### config.mk
export PLATFORM = sky130hd
export DESIGN_NAME = ahb_slave_regmem
export DESIGN_NICKNAME = d
export VERILOG_FILES = /design/src/rtl/ahb_slave_regmem.sv
export SDC_FILE = /design/constraint.sdc
export NUM_CORES = 1
export LEC_CHECK = 0
export CAP_MARGIN = 20
export CORE_MARGIN = 3
export CORE_UTILIZATION = 31
export CTS_CLUSTER_DIAMETER = 50
export CTS_CLUSTER_SIZE = 12
export DETAILED_ROUTE_END_ITERATION = 6
export GPL_ROUTABILITY_DRIVEN = 0
export HOLD_SLACK_MARGIN = 0.03
export PLACE_DENSITY = 0.48
export SYNTH_ARGS = -nofsm -noshare
export SYNTH_HDL_FRONTEND = slang
export SYNTH_SLANG_ARGS = --single-unit
### constraint.sdc
create_clock -name S_HCLK -period 27.4 [get_ports S_HCLK]
set_input_delay 8.22 -clock S_HCLK [delete_from_list [all_inputs] [get_ports S_HCLK]]
set_output_delay 8.22 -clock S_HCLK [all_outputs]
set_load 0.02 [all_outputs]
### src/rtl/ahb_slave_regmem.sv
// AHB-Lite responder over a small word-addressed register memory.
// Programmable OKAY wait states; bad size/alignment/range gets the two-cycle ERROR response.
module ahb_slave_regmem #(
    parameter int C_S_AHB_DATA_WIDTH = 32,
    parameter int C_S_AHB_ADDR_WIDTH = 32,
    parameter int C_S_MEM_ADDR_WIDTH = 4,
    parameter logic [C_S_AHB_ADDR_WIDTH-1:0] C_S_BASE_ADDR = '0,
    parameter int C_S_WAIT_STATES = 0
) (
    input  logic                          S_HCLK,
    input  logic                          S_REST,
    input  logic                          S_HSEL,
    input  logic [C_S_AHB_ADDR_WIDTH-1:0] S_HADDR,
    input  logic                          S_HWRITE,
    input  logic [1:0]                    S_HTRANS,
    input  logic [2:0]                    S_HBURST,
    input  logic [2:0]                    S_HSIZE,
    input  logic [3:0]                    S_HPORT,
    input  logic                          S_HREADY,
    input  logic [C_S_AHB_DATA_WIDTH-1:0] S_HWDATA,
    output logic [C_S_AHB_DATA_WIDTH-1:0] S_HRDATA,
    output logic                          S_HREADY_OUT,
    output logic [1:0]                    S_HRESP
);
    localparam int AW    = C_S_AHB_ADDR_WIDTH;
    localparam int MAW   = C_S_MEM_ADDR_WIDTH;
    localparam int DW    = C_S_AHB_DATA_WIDTH;
    localparam int DEPTH = 2**MAW;
    localparam logic [3:0] WS_RELOAD = (C_S_WAIT_STATES > 0) ? 4'(C_S_WAIT_STATES - 1) : 4'd0;

    typedef enum logic [1:0] {ST_IDLE, ST_WAIT, ST_ERR1, ST_ERR2} state_t;

    typedef struct packed {
        logic           vld;
        logic           write;
        logic [MAW-1:0] idx;
        logic [3:0]     be;
    } pend_t;

    state_t         state, state_nxt;
    logic [3:0]     cnt, cnt_nxt;
    pend_t          pend, pend_nxt;
    logic [DW-1:0]  mem [DEPTH];

    logic [AW-1:0]  offset;
    logic [3:0]     be_dec;
    logic           capture, bad_range, bad_size, bad_align, err, done;
    logic           unused_ctl;

    assign unused_ctl = ^{S_HBURST, S_HPORT};

    assign offset    = S_HADDR - C_S_BASE_ADDR;
    assign capture   = S_HSEL & S_HREADY & S_HTRANS[1] & (state == ST_IDLE || state == ST_ERR2);
    // Addresses below the base wrap to a huge offset and land here too.
    assign bad_range = |offset[AW-1:MAW+2];
    assign bad_size  = S_HSIZE > 3'b010;
    assign bad_align = (S_HSIZE == 3'b001 && offset[0]) ||
                       (S_HSIZE == 3'b010 && offset[1:0] != 2'b00);
    assign err       = bad_range | bad_size | bad_align;

    always_comb begin
        be_dec = 4'b0000;
        case (S_HSIZE[1:0])
            2'b00:   be_dec[offset[1:0]] = 1'b1;
            2'b01:   be_dec = offset[1] ? 4'b1100 : 4'b0011;
            default: be_dec = 4'b1111;
        endcase
    end

    // An OKAY data phase finishes whenever IDLE holds a pending transfer.
    assign done = (state == ST_IDLE) & pend.vld;

    always_comb begin
        state_nxt = state;
        cnt_nxt   = cnt;
        pend_nxt  = pend;
        if (done)
            pend_nxt.vld = 1'b0;
        case (state)
            ST_WAIT: begin
                if (cnt == 4'd0) state_nxt = ST_IDLE;
                else             cnt_nxt   = cnt - 4'd1;
            end
            ST_ERR1: state_nxt = ST_ERR2;
            default: state_nxt = ST_IDLE;
        endcase
        if (capture) begin
            pend_nxt.vld   = ~err;
            pend_nxt.write = S_HWRITE;
            pend_nxt.idx   = offset[MAW+1:2];
            pend_nxt.be    = be_dec;
            if (err) begin
                state_nxt = ST_ERR1;
            end else if (C_S_WAIT_STATES > 0) begin
                state_nxt = ST_WAIT;
                cnt_nxt   = WS_RELOAD;
            end else begin
                state_nxt = ST_IDLE;
            end
        end
    end

    always_ff @(posedge S_HCLK or posedge S_REST) begin
        if (S_REST) begin
            state <= ST_IDLE;
            cnt   <= 4'd0;
            pend  <= '0;
        end else begin
            state <= state_nxt;
            cnt   <= cnt_nxt;
            pend  <= pend_nxt;
        end
    end

    always_ff @(posedge S_HCLK or posedge S_REST) begin
        if (S_REST) begin
            for (int i = 0; i < DEPTH; i++)
                mem[i] <= '0;
        end else if (done && pend.write) begin
            for (int l = 0; l < 4; l++)
                if (pend.be[l])
                    mem[pend.idx][8*l +: 8] <= S_HWDATA[8*l +: 8];
        end
    end

    assign S_HREADY_OUT = (state == ST_IDLE) || (state == ST_ERR2);
    assign S_HRESP      = (state == ST_ERR1 || state == ST_ERR2) ? 2'b01 : 2'b00;
    assign S_HRDATA     = (done && !pend.write) ? mem[pend.idx] : '0;

endmodule

# After elaboration in Yosys (flattened, before gate mapping)
# Index checks and enable logic that the tools add are counted.
[totals]
input_bits = 81
register_bits = 528
wordCells = 95
[classes]
n_reduce_logical = 17
n_eq_ne = 7
n_addsub = 1
n_lt_le_gt_ge = 5
bitwise_logic = 9
mux = 34
[ops]
columns = ["operator", "n"]
rows = [
  ["2-to-1 mux 512 bit", 7],
  ["bitwise mux 512 bit", 4],
  ["demux 32 bit (select 4 bit)", 4],
  ["binary-select mux 32 bit (select 4 bit)", 1],
  ["2-to-1 mux 32 bit", 4],
  ["OR reduction 26 bit", 1],
  ["2-to-1 mux 24 bit", 1],
  ["2-to-1 mux 16 bit", 1],
  ["2-to-1 mux 10 bit", 1],
  ["2-to-1 mux 8 bit", 1],
  ["case mux 4 bit (2 select lines)", 1],
  ["logical AND 1 bit", 6],
  ["2-to-1 mux 2 bit", 3],
  [">= comparator 5 bit (second input constant)", 1],
  ["< comparator 5 x 1 -> 1 bit (second input constant)", 1],
  ["inverter 4 -> 5 bit", 1],
  ["AND 1 bit", 4],
  ["equality test 2 x 1 -> 1 bit (second input constant)", 2],
  ["equality test 2 bit (second input constant)", 2],
  ["zero test 2 bit", 2],
  ["zero test 4 bit", 1],
  ["2-to-1 mux 4 bit", 1],
  ["case mux 2 bit (2 select lines)", 1],
  ["nonzero test 2 bit", 2],
  ["14 further kinds", 20],
]

# Longest topological paths before layout
[depth]
ltp_word = 16
mapped_depth = 8

# Worst setup path before layout
# No wires, ideal clock.
[synth_timing]
kind = "register to output"
from = "register pend[4] in the netlist's numbering"
to = "output S_HRDATA[0]"
setup_slack_ps = 17282
stages_incl_launch_ff = 7
arrival_ps = 1898
t_required_ps = 19180
cell_sequence = "dfrtp_1 -> buf_2 -> buf_4 -> buf_2 -> mux4_2 -> a22oi_1 -> o21ai_0"
[synth_between]
elab_chain_cells = 5
[synth_lines]
columns = ["item", "line_no", "text"]
rows = [
  ["start, declared", "42", "pend_t pend, pend_nxt;"],
  ["start signal, assigned", "111", "pend <= pend_nxt;"],
  ["inverter 4 -> 5 bit (not written as such)", "128", "assign S_HRDATA = (done && !pend.write) ? mem[pend.idx] : '0;"],
  ["binary-select mux 32 bit (select 4 bit)", "128", ""],
  ["2-to-1 mux 32 bit (not written as such) (2 in a row)", "128", ""],
  ["2-to-1 mux 32 bit", "128", ""],
  ["end, declared", "21", "output logic [C_S_AHB_DATA_WIDTH-1:0] S_HRDATA,"],
]
# Every way passes these cells. The select of a mux whose other input is x is not followed.

# Worst setup path in the final report
[layout_timing]
from = "register pend[4] in the netlist's numbering"
to = "output S_HRDATA[13]"
# The elaborated chain is that of the path after synthesis.

==> run summary <==
* **final worst path period share** 47.1%
* **antenna cells** 0
* **Layout Area Growth over Synthesis** 19.0%
* **type of the worst setup path** reg -> out
* **worst IR drop on VDD** 0.0000567 V
* **top area cells in the synthesized netlist** sky130_fd_sc_hd__dfrtp_1, sky130_fd_sc_hd__mux2_2, sky130_fd_sc_hd__mux4_2, sky130_fd_sc_hd__mux2i_1, sky130_fd_sc_hd__a22oi_1
* **Critical Path Slowest Stage Cell** sky130_fd_sc_hd__buf_4
* **reported max-cap violation count** 0
* **crit end category** primary output
* **area taken by multi-input logic gates** 0.0104 mm²
* **placed wire-length estimate after detailed placement** 37,800 µm
* **net count of the finished layout** 1,705
* **Max FO, Critical Path** 39
* **overall routing resource usage** 15.5%
* **Commonest cells post-synth** sky130_fd_sc_hd__dfrtp_1, sky130_fd_sc_hd__mux2_2, sky130_fd_sc_hd__mux4_2
* **Max Root-Sink Buffers** 3
* **most used flip-flop cell after synthesis** sky130_fd_sc_hd__dfrtp_1
* **Cell Area, Synth** 0.0240 mm²
* **fillcell total** 7,266
* **number of buffers added on ports** 106
* **Hold Violations, Final** 0
* **Distinct cells, synth** 39
* **Die W** 284 µm
* **largest clock skew in the final design** 16.6 ps
* **delay contributed by the slowest stage of the critical path** 810 ps
* **final max-slew violation count** 0
* **Synth Net Count** 1,600
* **global-route wire length before repair** 95,100 µm
* **die height** 284 µm
* **Async SR Flop Fraction** 100%
* **buffers inserted during post-CTS setup optimization** 0
* **result of the run** complete, no violations
* **clock tree from TritonCTS** yes
* **sequential cell area** 0.0132 mm²
* **setup violators final** 0
* **register clock-pin slew on the reported worst setup and hold paths** 60 ps
* **total power after layout** 0.00225 W
* **effective utilization at floorplan** 31.4%
* **total power per unit cell area** 78.7 mW/mm²
* **overflow left after global routing** 0
* **PostCTS Resize Cnt** 0
* **number of antenna-violating nets in the routed design** 0
* **remaining design rule violation count** 0
* **TritonRoute pass-1 iters** 4
* **number of standard cells after synthesis** 1,514
* **hold-fix buffers at CTS** 0
* **critical path's top delay family** buffers and inverters
* **Routed wire per std cell** 22.9 µm
* **# IOs** 116
* **Final min period** 12,890 ps
* **ordered list of cells on the worst path** buf_4 > buf_4 > mux4_2 > a22oi_1 > o21ai_0 > clkdlybuf4s50_1
* **critical path launch point type** flip-flop
* **Root Driver** sky130_fd_sc_hd__clkbuf_16
* **most frequent cell after synthesis** sky130_fd_sc_hd__dfrtp_1
* **sinks on the clock net** 528
* **sequential-to-total area share from yosys stat** 55.1%
* **via count** 13,500
* **number of flops mapped to enable cells by yosys** 0
* **share of final-layout standard cells stronger than drive strength 1** 47.6%
* **post-synth top area share** 55.1%
* **total number of yosys warnings** 0
* **number of DRC markers in iteration 0** 762
* **average footprint of a synthesized cell** 15.8 µm²
* **number of buffer and inverter instances along the worst setup path** 3
* **total wirelength of the detailed-routed design** 61,900 µm
* **area of the core** 0.0763 mm²
* **largest area contributor in the netlist** sky130_fd_sc_hd__dfrtp_1
* **flop and latch count out of synthesis** 528
* **fmax** 0.0776 GHz
* **number of global-route vias before repair** 14,800
* **Hold WS** 480 ps
* **Die Outline Area** 0.0808 mm²
* **classification of the worst-slack hold path** reg -> reg
* **required time of the worst setup path** 19,180 ps
* **RSZ-0062 raised after global routing** false
* **headroom to the max-slew limit** 28.0%
* **DR vias/cell** 5.01
* **# H-tree levels** 3
* **arrival time at the worst endpoint** 4670 ps
* **maximum number of pins on one net before global-route repair** 180
* **static leakage** 11.9 nW
* **setup tns final** 0 ps
* **number of placement rows** 101
* **Most Frequent Cell on Critical Path** sky130_fd_sc_hd__buf_4
* **number of buffers created by CTS** 67
* **worst slew pin tran** 1080 ps
* **clock network latency to the later pin of the worst-skew pair** 590 ps
* **number of antenna violations at the first check in global routing** 2
## cells in the final DEF, fill, tap and decap left out, drive strengths merged
master / count
dfrtp: 528
mux2: 518
mux4: 128
clkdlybuf4s50: 106
clkbuf: 86
nand2: 57
o21ai: 38
mux2i: 33
a22oi: 32
nor2: 24
buf: 17
clkinv: 12
inv: 12
bufinv: 9
clkinvlp: 9
nor4: 9
nor3: 8
nand2b: 7
or2: 6
a21oi: 5
ha: 5
and2: 4
nand4: 3
and3: 2
nand3: 2
o31ai: 2
or3: 1
nor4bb: 1
or4: 1
a31o: 1
xor2: 1
xnor2: 1
conb: 1
## metal layers
metal  wire length, µm  GRT usage (%)
met5                13              0
met4              1610           4.32
met3              2490           2.85
met2             28500           24.1
met1             29300           22.2
## cell families (layout without fill, tap and decap cells)
kind of cell               count (synthesis)  count (layout)  synth area share, %
xor gates and xnor gates                   2               2               0.0730
AOI/OAI and AO/OA                         78              78                 2.00
other                                      1               1               0.0156
adders and majority gates                  5               5                0.261
DFF                                      528             528                 55.1
buffers and inverters                     96             251                 1.71
muxes                                    679             679                 37.7
and+or+nand+nor                          125             125                 3.16
## registers in the layout (all words and copies together), names as in the netlist
| name | cells |
|---|---|
| state | 2 |
| cnt | 4 |
| pend | 10 |
| mem | 512 |
## path summary, 6_finish.rpt
path	from	end	slack [ps]	cells past startpoint
worst max-delay path	pend[4]$_DFFE_PP0P_	S_HRDATA[13]	14510	6
worst min-delay path	mem[32]$_DFFE_PP0P_	mem[32]$_DFFE_PP0P_	480	1
worst max register to register	pend[5]$_DFFE_PP0P_	mem[447]$_DFFE_PP0P_	23530	5
worst min register to register	mem[32]$_DFFE_PP0P_	mem[32]$_DFFE_PP0P_	480	1
max in group asynchronous	S_REST	mem[499]$_DFFE_PP0P_	17000	5
min in group asynchronous	S_REST	mem[415]$_DFFE_PP0P_	8230	2
## power by group
group | switching, W | internal [W] | leakage, nW
clock network | 0.000346 | 0.000589 | 1.15
registers | 0.0000524 | 0.000815 | 6.54
logic | 0.000214 | 0.000230 | 4.22
total | 0.000612 | 0.00163 | 11.9
## area by class of cell
| type | count | area share (%) |
|---|---|---|
| Sequential cell | 528 | 46.3 |
| Clock buffer | 86 | 6.81 |
| Timing Repair Buffer | 123 | 4.35 |
| Clock inverter | 33 | 1.53 |
| Inverter | 9 | 0.145 |
| Multi-Input combinational cell | 890 | 36.3 |
| Tap cell | 1030 | 4.51 |
## metrics by stage
| step | util, % | std cells | instance area, µm² | setup WS (ps) |
|---|---|---|---|---|
| 2_1_floorplan | - | 1514 | 24000 | 4430 |
| 3_3_place_gp | 34.2 | 2578 | 26100 | 15050 |
| 3_5_place_dp | 34.2 | 2578 | 26100 | 15030 |
| 4_1_cts | 37.3 | 2697 | 28500 | 14380 |
| 5_1_grt | 37.4 | 2699 | 28600 | 14220 |
| 6_report | 37.4 | 2699 | 28600 | 14510 |
(Power assumes the default switching activity.)
